<file path="config.mk">
export PLATFORM = sky130hd
export DESIGN_NAME = audio_mixer_seq
export DESIGN_NICKNAME = d
export VERILOG_FILES = /design/src/rtl/audio_mixer_seq.sv
export SDC_FILE = /design/constraint.sdc
export NUM_CORES = 1
export LEC_CHECK = 0
export CORE_MARGIN = 5
export CORE_UTILIZATION = 50
export CTS_BUF_LIST = sky130_fd_sc_hd__clkbuf_16
export DETAILED_ROUTE_END_ITERATION = 7
export PLACE_DENSITY = 0.81
export RECOVER_POWER = 50
export SLEW_MARGIN = 20
export SYNTH_ARGS = -nofsm -noshare
export SYNTH_HDL_FRONTEND = slang
export SYNTH_SLANG_ARGS = --single-unit
</file>
<file path="constraint.sdc">
create_clock -name clk_sys -period 5.1 [get_ports clk_sys]
set_input_delay 0.51 -clock clk_sys [delete_from_list [all_inputs] [get_ports clk_sys]]
set_output_delay 0.51 -clock clk_sys [all_outputs]
set_load 0.01 [all_outputs]
</file>
<file path="src/rtl/audio_mixer_seq.sv">
// Time-multiplexed N-channel audio mixer: snapshots all channels on a strobe,
// accumulates one attenuated channel per clock, then saturates to the output width.
module audio_mixer_seq #(
  parameter int NUM_CH      = 4,
  parameter int IN_W        = 16,
  parameter int OUT_W       = 16,
  parameter int GAIN_W      = 4,
  parameter int UNSIGNED_IN = 0
) (
  input  logic                       clk_sys,
  input  logic                       reset,
  input  logic                       sample_stb,
  input  logic [NUM_CH*IN_W-1:0]     ch_data,
  input  logic [NUM_CH-1:0]          ch_enable,
  input  logic [NUM_CH*GAIN_W-1:0]   ch_gain,
  input  logic                       clip_clr,
  output logic [OUT_W-1:0]           audio_out,
  output logic [OUT_W-1:0]           audio_out_u,
  output logic                       out_valid,
  output logic                       busy,
  output logic                       clip,
  output logic                       overrun,
  output logic [1:0]                 dbg_state
);

  // Handshake: sample_stb is a one-cycle request accepted only in IDLE (no ready
  // signal; a strobe seen while busy is dropped and flagged in overrun). out_valid
  // is a one-cycle pulse marking the edge on which audio_out/audio_out_u update.

  localparam int CH_LOG = $clog2(NUM_CH);
  localparam int IDX_W  = (NUM_CH > 1) ? CH_LOG : 1;
  localparam int ACC_W  = IN_W + CH_LOG + 1;
  localparam int SHIFT  = OUT_W - IN_W;
  localparam int SC_W   = ACC_W + SHIFT;
  localparam logic [IDX_W-1:0] LAST_IDX = IDX_W'(NUM_CH - 1);
  localparam logic [IN_W-1:0]  MSB_FLIP = (UNSIGNED_IN != 0) ? {1'b1, {(IN_W-1){1'b0}}} : '0;
  localparam logic [OUT_W-1:0] OUT_MIN  = {1'b1, {(OUT_W-1){1'b0}}};
  localparam logic [OUT_W-1:0] OUT_MAX  = {1'b0, {(OUT_W-1){1'b1}}};

  typedef enum logic [1:0] {
    ST_IDLE = 2'd0,
    ST_ACC  = 2'd1,
    ST_SAT  = 2'd2
  } state_t;

  state_t                     r_state;
  logic [NUM_CH*IN_W-1:0]     r_snap_data;
  logic [NUM_CH-1:0]          r_snap_en;
  logic [NUM_CH*GAIN_W-1:0]   r_snap_gain;
  logic signed [ACC_W-1:0]    r_acc;
  logic [IDX_W-1:0]           r_idx;
  logic [OUT_W-1:0]           r_audio;
  logic [OUT_W-1:0]           r_audio_u;
  logic                       r_valid;
  logic                       r_busy;
  logic                       r_clip;
  logic                       r_overrun;

  logic [IN_W-1:0]            w_raw;
  logic signed [IN_W-1:0]     w_x;
  logic signed [IN_W-1:0]     w_shifted;
  logic [GAIN_W-1:0]          w_gain;
  logic                       w_en;
  logic signed [ACC_W-1:0]    w_term;
  logic signed [ACC_W-1:0]    w_acc_next;
  logic signed [SC_W-1:0]     w_scaled;
  logic [SC_W-OUT_W:0]        w_hi;
  logic                       w_sat;
  logic [OUT_W-1:0]           w_result;

  // Current channel term; a signed >>> by any amount floors, so gains at or
  // beyond IN_W naturally collapse to 0 or -1.
  always_comb begin
    w_raw      = r_snap_data[r_idx*IN_W +: IN_W];
    w_gain     = r_snap_gain[r_idx*GAIN_W +: GAIN_W];
    w_en       = r_snap_en[r_idx];
    w_x        = $signed(w_raw ^ MSB_FLIP);
    w_shifted  = w_x >>> w_gain;
    w_term     = w_en ? {{(ACC_W-IN_W){w_shifted[IN_W-1]}}, w_shifted} : '0;
    w_acc_next = r_acc + w_term;
  end

  // Scale up to the output width; the result fits only if every bit above the
  // output sign bit matches it.
  always_comb begin
    w_scaled = SC_W'(r_acc) <<< SHIFT;
    w_hi     = w_scaled[SC_W-1:OUT_W-1];
    w_sat    = !((&w_hi) || !(|w_hi));
    w_result = w_sat ? (w_hi[SC_W-OUT_W] ? OUT_MIN : OUT_MAX) : w_scaled[OUT_W-1:0];
  end

  always_ff @(posedge clk_sys or posedge reset) begin
    if (reset) begin
      r_state     <= ST_IDLE;
      r_snap_data <= '0;
      r_snap_en   <= '0;
      r_snap_gain <= '0;
      r_acc       <= '0;
      r_idx       <= '0;
      r_audio     <= '0;
      r_audio_u   <= OUT_MIN;
      r_valid     <= 1'b0;
      r_busy      <= 1'b0;
      r_clip      <= 1'b0;
      r_overrun   <= 1'b0;
    end else begin
      r_valid <= 1'b0;
      if (clip_clr) begin
        r_clip    <= 1'b0;
        r_overrun <= 1'b0;
      end
      case (r_state)
        ST_IDLE: begin
          if (sample_stb) begin
            r_snap_data <= ch_data;
            r_snap_en   <= ch_enable;
            r_snap_gain <= ch_gain;
            r_acc       <= '0;
            r_idx       <= '0;
            r_busy      <= 1'b1;
            r_state     <= ST_ACC;
          end
        end
        ST_ACC: begin
          r_acc <= w_acc_next;
          if (r_idx == LAST_IDX) begin
            r_idx   <= '0;
            r_state <= ST_SAT;
          end else begin
            r_idx <= r_idx + IDX_W'(1);
          end
        end
        ST_SAT: begin
          r_audio   <= w_result;
          r_audio_u <= w_result ^ OUT_MIN;
          r_valid   <= 1'b1;
          r_busy    <= 1'b0;
          r_state   <= ST_IDLE;
          if (w_sat) r_clip <= 1'b1;
        end
        default: r_state <= ST_IDLE;
      endcase
      // Placed after the clear so a same-edge event keeps the flag set.
      if (sample_stb && (r_state != ST_IDLE)) r_overrun <= 1'b1;
    end
  end

  assign audio_out   = r_audio;
  assign audio_out_u = r_audio_u;
  assign out_valid   = r_valid;
  assign busy        = r_busy;
  assign clip        = r_clip;
  assign overrun     = r_overrun;
  assign dbg_state   = r_state;

endmodule

</file>
# Word level (Yosys, flattened, before mapping)

Cells that the tools add are included.

Register bits: 143
Input port bits: 88
Output and inout bits: 38
Word-level logic and storage cells: 59

Add/sub/neg operators: 2
Order comparisons: 1
Eq/ne operators: 5
Shifts and indexed selects: 3
Muxes and demuxes: 21
Bitwise operators: 1
Reduce and logical (&&, ||, !) cells: 14

Operator list:

| operator                                                   | number |
|---|---|
| indexed part select 64 x 7 -> 16 bit                       | 1 |
| two-way mux 19 bit                                         | 2 |
| case mux 19 bit (2 select lines)                           | 1 |
| two-way mux 16 bit                                         | 2 |
| adder 19 bit                                               | 1 |
| indexed part select 16 x 5 -> 4 bit                        | 1 |
| >>> shifter 16 x 4 -> 16 bit                               | 1 |
| two-way mux 1 bit                                          | 8 |
| two-way mux 2 bit                                          | 4 |
| case mux 2 bit (2 select lines)                            | 2 |
| AND reduction 2 bit                                        | 4 |
| nonzero test 2 bit                                         | 4 |
| equality test 2 bit, second input constant                 | 2 |
| inequality test 2 bit, second input constant               | 2 |
| AND reduction 4 bit                                        | 1 |
| OR reduction 4 bit                                         | 1 |
| less-than comparator 2 x 3 -> 1 bit, second input constant | 1 |
| adder 2 x 1 -> 2 bit, second input constant                | 1 |
| binary-select mux 1 bit (select 2 bit)                     | 1 |
| equality test 2 x 1 -> 1 bit, second input constant        | 1 |
| logical NOT 2 bit                                          | 1 |
| case mux 1 bit (2 select lines)                            | 1 |
| logical AND 1 bit                                          | 1 |
| logical NOT 1 bit                                          | 1 |
| other kinds (2)                                            | 2 |

# Depth between registers and ports, before layout

Gate-level depths: netlist (run 1).

Depth after elaboration: 5
Gate-level depth with buffers: 19

# Worst setup path after synthesis (run 1)

OpenSTA, ideal clock, no wires.

Path kind: reg2reg
Start point: register r_idx[0]
End point: register r_acc[12]
Arrival time: 3909 ps
Data required time: 4968 ps
Setup slack: 1059 ps
Stages on the path, launching flop included: 18
Clock period less this slack: 4041 ps
Cells stage by stage: dfrtp_1 buf_6 buf_6 mux4_2 mux2_2 a21oi_1 nor2_1 a211oi_1 a211oi_1 ha_1 fa_1 a21o_1 a221o_1 a211o_1 a21o_1 a21oi_1 xor2_1 o21ai_1

Word-level cells in the longest chain between the ends: 5

RTL lines:

| what                                                               | line   | text |
|---|---|---|
| start: declaration                                                 | 51     | `logic [IDX_W-1:0] r_idx;` |
| start signal: assignment                                           | 130    | `r_idx <= r_idx + IDX_W'(1);` |
| indexed part select 64 x 7 -> 16 bit, or another cell as far along | 74     | `w_raw = r_snap_data[r_idx*IN_W +: IN_W];` |
| >>> shifter 16 x 4 -> 16 bit or two-way mux 1 bit (tied branches)  | 78, 76 |  |
| two-way mux 19 bit *                                               | 79     | `w_term = w_en ? {{(ACC_W-IN_W){w_shifted[IN_W-1]}}, w_shifted} : '0;` |
| adder 19 bit *                                                     | 80     | `w_acc_next = r_acc + w_term;` |
| case mux 19 bit (2 select lines) *                                 | 112    | `case (r_state)` |
| end signal: assignment                                             | 125    | `r_acc <= w_acc_next;` |
| end: declaration                                                   | 50     | `logic signed [ACC_W-1:0] r_acc;` |

Every way passes the cells marked *; elsewhere a longest branch is shown, timed or not. The select of a mux whose other input is x is not followed.
A chain may end at the register's enable or synchronous reset.

# Worst setup path in the final report (run 1)

Ends and elaborated chain as after synthesis.

==> results of run 1 <==
==> power groups by stage <==
stage | combinational (mW) | sequential [mW] | clock (mW)
floorplan | 2.87 | 1.77 | 0
global placement | 3.54 | 1.82 | 0
detailed placement | 3.61 | 1.84 | 0
CTS | 3.64 | 1.84 | 1.20
global route | 4.06 | 1.90 | 1.24
finish | 3.65 | 1.84 | 1.18
==> placed cells by master (no fill, tap or decap), drive strengths merged, types with 2 or more instances in the layout <==
cell,synthesis,final
a211oi,15,15
a21o,7,7
a21oi,40,40
a311oi,4,4
a31o,2,2
and2,2,2
and3,3,3
buf,32,3
bufinv,0,3
clkbuf,25,19
clkdlybuf4s50,0,119
clkinv,1,7
clkinvlp,0,5
dfrtp,127,127
dlygate4sd3,0,6
ha,19,19
inv,6,7
mux2,6,6
mux2i,31,31
mux4,19,19
nand2,301,301
nand2b,6,6
nand3,18,18
nor2,38,38
nor2b,6,6
nor3,5,5
o211ai,2,2
o21a,5,5
o21ai,34,34
o31ai,4,4
xnor2,6,6
xor2,5,5
==> logic make-up (layout without fill, tap and decap cells) <==
| logic type | Yosys count | after routing |
|---|---|---|
| and+or+nand+nor | 380 | 380 |
| AOI/OAI and AO/OA | 120 | 120 |
| xor gates and xnor gates | 11 | 11 |
| adders and majority gates | 20 | 20 |
| DFF | 128 | 128 |
| buffers and inverters | 64 | 169 |
| muxes | 56 | 56 |
==> metal layers <==
metal	routed length, um	vias up	GRT usage (%)
li1	-	2814	-
met1	6970	2700	27.0
met2	7580	166	31.4
met3	940	21	4.50
met4	303	0	7.93
met5	0	-	0
==> worst reg2reg max path, cell delays in order (launching register included) <==
cell and delay (ns):
dfrtp_1 0.37, buf_4 0.40, mux4_2 0.60, mux2_2 0.30
a21oi_1 0.15, nor2_1 0.05, a211oi_1 0.23, a211oi_1 0.08
ha_1 0.24, fa_1 0.42, a21o_1 0.22, a221o_1 0.37
a211o_1 0.32, a21o_1 0.19, a21oi_1 0.16, xor2_1 0.16
o21ai_1 0.07
==> metrics by stage <==
stage	cell area [um^2]	setup WS [ns]
finish	8720	0.633
global route	8720	0.292
CTS	8740	0.603
detailed placement	8160	0.658
global placement	8160	0.701
floorplan	6950	1.06
==> flip-flops by register name (all words and copies together) (netlist names) <==
name	cells
r_idx	2
dbg_state	2
r_acc	19
clip	1
out_valid	1
overrun	1
r_snap_data	64
busy	1
r_snap_en	4
audio_out	16
r_snap_gain	16
audio_out_u	1
==> how the worst max path moves through the flow <==
| stage | from | to |
|---|---|---|
| finish | r_idx[0] | r_acc[12] |
| global route | r_idx[0] | r_acc[12] |
| CTS | r_idx[0] | r_acc[12] |
| detailed placement | r_idx[0] | r_acc[12] |
| global placement | r_idx[0] | r_acc[12] |
| floorplan | r_idx[0] | r_acc[12] |
==> cell type report <==
class	count	area share, %
clock inverter	15	1.75
clock buffer	17	4.88
timing repair buffer	130	14.7
tap	180	2.58
inverter	7	0.316
multi-input combinational	587	39.1
sequential	128	36.7
==> reports/results.tsv, run 1 <==
metric	value	unit
drv_slew	216	
cts_buffer_depth	2	
synth.area.top_cells	dfrtp_1, nand2_1, mux4_2	
start_kind	register	
cts_hold_buffers	0	
detail-route-antenna-nets	0	
ys_seq_elements	128	
synth_xor_area_share	1.39	%
seqPwrFrac	27.6	%
post-cts-setup-buffers	0	
violations	max-capacitance violations, max-slew violations	
grt_pass1_wl	26000	um
combinationalPowerShare	54.7	%
dp_cells	1032	
crit_path_end_kind	register	
synth.most_common_cell	nand2_1	
finalCritPeriodShare	87.6	%
crit_path_cell_trace	buf_4 > mux4_2 > mux2_2 > a21oi_1 > nor2_1 > a211oi_1 > a211oi_1 > ha_1 > fa_1 > a21o_1 > a221o_1 > a211o_1 > a21o_1 > a21oi_1 > xor2_1 > o21ai_1	
maxCapViolations	3	
ff_latch_area	3200	um^2
yosysSeqAreaShare	46.1	%
p_switching	2.77	mW
antenna_found_initial	0	
vias	5701	
yosysTopAreaCell	dfrtp_1	
synth_area	6950	um^2
crit_path_max_fanout	26	
wire_per_inst	14.8	um
cp.arrival	4.74	ns
synth_top_family_by_area	simple AND/OR/NAND/NOR gates	
antennaDiodeCount	0	
path_depth	16	
power_density	764	nW/um^2
drive_above_1_share	6.22	%
clk_pin_slew_worst_paths	0.05	ns
utilization	63.3	%
status	finished, violations left	
synthesis.nets	887	
die_area	16400	um^2
peakVddDrop	0.386	mV
place_congestion	0.871	
cp_num_buf_inv	1	
grt-ovfl-total	0	
syn_to_final_growth	25.5	%
synth_warnings	0	
fin_cells	1064	
worstPathRequired	5.37	ns
cts-root-buf	clkbuf_16	
grt_usage	19.9	%
num-fill-cells	1133	
reg2reg_depth	16	
hold_ws	0.469	ns
internal-power	3.89	mW
totalWireLength	15800	um
cpMaxStageDelayCell	mux4_2	
synth-edff-count	0	
dr.pass1.iters	5	
die_y	128	um
crit_path_max_incr_delay	0.59	ns
fmax	224	MHz
ys_types	47	
holdPathStages	2	
fin_crit	4.47	ns
core_area	13800	um^2
crit_type	register to register	
multiInputGateArea	3410	um^2
power.total	6.67	mW
synthCells	779	
worstHoldPathType	register to register	
post_synth_and_or_nand_nor_area_fraction	21.6	%
synth_area_per_cell	8.93	um^2
cts_tree	done	
synth_top_area_share	45.7	%
fin_skew	0.00530	ns
cts_sinks	128	
die_w	128	um
r2r-start	r_idx[0]	
swShare	41.6	%
finalSetupViolations	0	
post-dp-hpwl	11000	um
drt_iter0_markers	377	
grt_start_max_net_pins	102	
cts_resized	0	
nets	979	
max_slew_margin	-121	%
r2r_slack	0.63	ns
clock_power_share	17.7	%
pin_count	126	
hold_violations	0	
grt_setup_unrepaired	no	
port_buffers	125	
power_leakage	4.08	nW
cts_made_buffers	17	
setup_tns	0	ns
synth_compound_area_share	10.5	%
clock_latency	0.41	ns
worst_slew_pin_slew	3.31	ns
cp_top_family	compound AO/OA/AOI/OAI gates	
ys_top_cells_by_count	nand2_1, dfrtp_1, a21oi_1	
synth-main-ff-cell	dfrtp_1	
async_flop_share	100	%
start_util	50.5	%
min_from	r_snap_data[56]	
drcViolationCount	0	
viasPerCell	5.36	
grt_pass1_vias	5413	
htreeDepth	4	
min_delay_worst_endpoint	r_snap_data[56]	
synth.area.mux_share	11.8	%
r2r-end	r_acc[12]	
synthAdderAreaFrac	3.71	%
num_rows	43	
No activity file was read; power rests on OpenSTA's default activity.
==> inputs of run 2 (changes only) <==
CORE_ASPECT_RATIO = 0.6   (was default)
CORE_MARGIN = 10   (was 5)
==> reports/results.tsv, run 2 (synthesis gave the netlist of run 1 again) <==
metric	value	unit	change
status	finished, violations left		
violations	max-capacitance violations, max-slew violations		
clock_power_share	17.7	%	about the same
holdPathStages	2		unchanged
place_congestion	0.979		+12%
dp_cells	1029		-0.29%
grt_usage	19.8	%	-0.16 points
cp.arrival	4.93	ns	+0.19 ns
pre_cts_ws	0.559	ns	-0.0994 ns
grt_setup_unrepaired	no		
die_w	172	um	+35%
nets	981		+0.20%
drcViolationCount	0		unchanged
htreeDepth	4		unchanged
place_area	8170	um^2	about the same
layout_common_cells	nand2_1, dfrtp_1, clkdlybuf4s50_1		
cts_tree	done		
regMostFlops	r_snap_data		
setup_tns	0	ns	unchanged
grt_pass1_vias	5934		+9.6%
largest_register_ffs	64		unchanged
fin_cells	1061		-0.28%
cts_resized	0		unchanged
finalWorstSetupSlack	0.460	ns	-0.172 ns
finalCritPeriodShare	91.0	%	+3.4 points
post-dp-hpwl	13500	um	+23%
swShare	43.7	%	+2.1 points
viasPerCell	5.53		+3.2%
worstPathRequired	5.39	ns	+0.02 ns
die_y	111	um	-13%
min_delay_worst_endpoint	r_snap_data[57]		
r2r-end	r_acc[17]		
fin_skew	0.00991	ns	+0.00461 ns
crit_type	register to register		
fmax	216	MHz	-3.7%
r2r-start	r_idx[0]		
detail-route-antenna-nets	0		unchanged
finalSetupViolations	0		unchanged
grt_pass1_wl	30900	um	+19%
clk_pin_slew_worst_paths	0.06	ns	about the same
core_area	13600	um^2	-1.1%
cts_hold_buffers	0		unchanged
drive_above_1_share	6.55	%	+0.32 points
r2r_slack	0.46	ns	-0.17 ns
wire_per_inst	17.5	um	+18%
crit_path_end_kind	register		
power_leakage	4.08	nW	+0.11%
start_util	51.0	%	+0.55 points
reg2reg_depth	15		-1
antennaDiodeCount	0		unchanged
post-cts-setup-buffers	0		unchanged
fin_crit	4.64	ns	+0.172 ns
clock_latency	0.42	ns	about the same
p_switching	3.00	mW	+8.3%
num_rows	33		-23%
vias	5866		+2.9%
worstHoldPathType	register to register		
final_area	8730	um^2	+0.11%
grt_start_max_net_pins	102		unchanged
drt_iter0_markers	549		+46%
cts_made_buffers	17		unchanged
max_slew_margin	-118	%	+2.6 points
min_from	r_snap_data[57]		
dr.pass1.iters	6		+1
crit_path_max_fanout	22		-15%
hold_violations	0		unchanged
cts-root-buf	clkbuf_16		
cts_sinks	128		unchanged
maxCapViolations	3		unchanged
port_buffers	125		unchanged
die_area	19200	um^2	+17%
peakVddDrop	0.332	mV	-14%
reg_top3	r_snap_data x64, r_acc x19		
internal-power	3.87	mW	-0.58%
cts_buffer_depth	2		unchanged
combinationalPowerShare	55.3	%	+0.6 points
start_kind	register		
pin_count	126		unchanged
totalWireLength	18500	um	+17%
worst_slew_pin_slew	3.26	ns	-0.0471 ns
power_density	787	nW/um^2	+3.0%
seqPwrFrac	27.1	%	-0.5 points
antenna_found_initial	0		unchanged
grt-ovfl-total	0		unchanged
drv_slew	175		-19%
final_common_cell	nand2_1		
syn_to_final_growth	25.6	%	
-- run 2: cell count changes in the layout (fill, tap and decap cells not counted), moves of 3 or more --
cell	previous run	this run
clkdlybuf4s50_1	119	113
clkinv_4	0	3
clkinvlp_4	4	1
dlygate4sd3_1	6	12
inv_6	0	6
-- run 2: critical path, stage by stage (launching register included) --
cell and delay [ns]:
dfrtp_1 0.36, buf_4 0.34, mux4_2 0.80, nor2_1 0.19, mux2_2 0.39, a21oi_1 0.19
nor2b_1 0.15, a311oi_1 0.07, ha_1 0.38, a21oi_1 0.18, o21ai_0 0.13, nor3_1 0.26
a21boi_1 0.16, a311oi_1 0.61, a2111o_1 0.24, o211ai_1 0.08
-- run 2: cell type report --
class                           instances  area (um^2)
Clock inverter                         15          158
Sequential cell                       128         3200
Clock buffer                           17          425
Fill cell                            1104         4890
Multi-Input combinational cell        587         3400
Inverter                                7         27.5
Tap cell                              175          219
Timing Repair Buffer                  132         1300
-- run 2: worst max-delay path by stage --
stage,depth (start not counted),endpoint,start
2_1_floorplan,17,r_acc[12],r_idx[0]
3_3_place_gp,15,r_acc[12],r_idx[1]
4_1_cts,15,r_acc[17],r_idx[0]
3_5_place_dp,15,r_acc[17],r_idx[0]
5_1_grt,15,r_acc[17],r_idx[0]
6_report,15,r_acc[17],r_idx[0]
-- run 2: through the flow --
step / hold slack, ns / power (mW) / utilization (%)
after floorplan: 0.437 / 4.63 / -
after global placement: 0.453 / 5.46 / 59.9
after detailed placement: 0.461 / 5.56 / 59.9
after CTS: 0.473 / 6.83 / 64.2
after global routing: 0.502 / 7.39 / 64.1
final: 0.470 / 6.87 / 64.1
-- run 2: layer usage --
| layer | global-route usage (%) | part of all wire (%) |
|---|---|---|
| met1 | 29.0 | 48 |
| met2 | 27.7 | 43 |
| met3 | 5.61 | 8.0 |
| met4 | 5.61 | 1.3 |
| met5 | 0 | 0 |
-- run 2: power groups by stage --
stage | clock network (mW) | registers [mW] | logic [mW]
floorplan | 0 | 1.77 | 2.87
global placement | 0 | 1.86 | 3.60
detailed placement | 0 | 1.86 | 3.70
CTS | 1.23 | 1.85 | 3.75
global route | 1.28 | 1.92 | 4.19
finish | 1.21 | 1.86 | 3.80
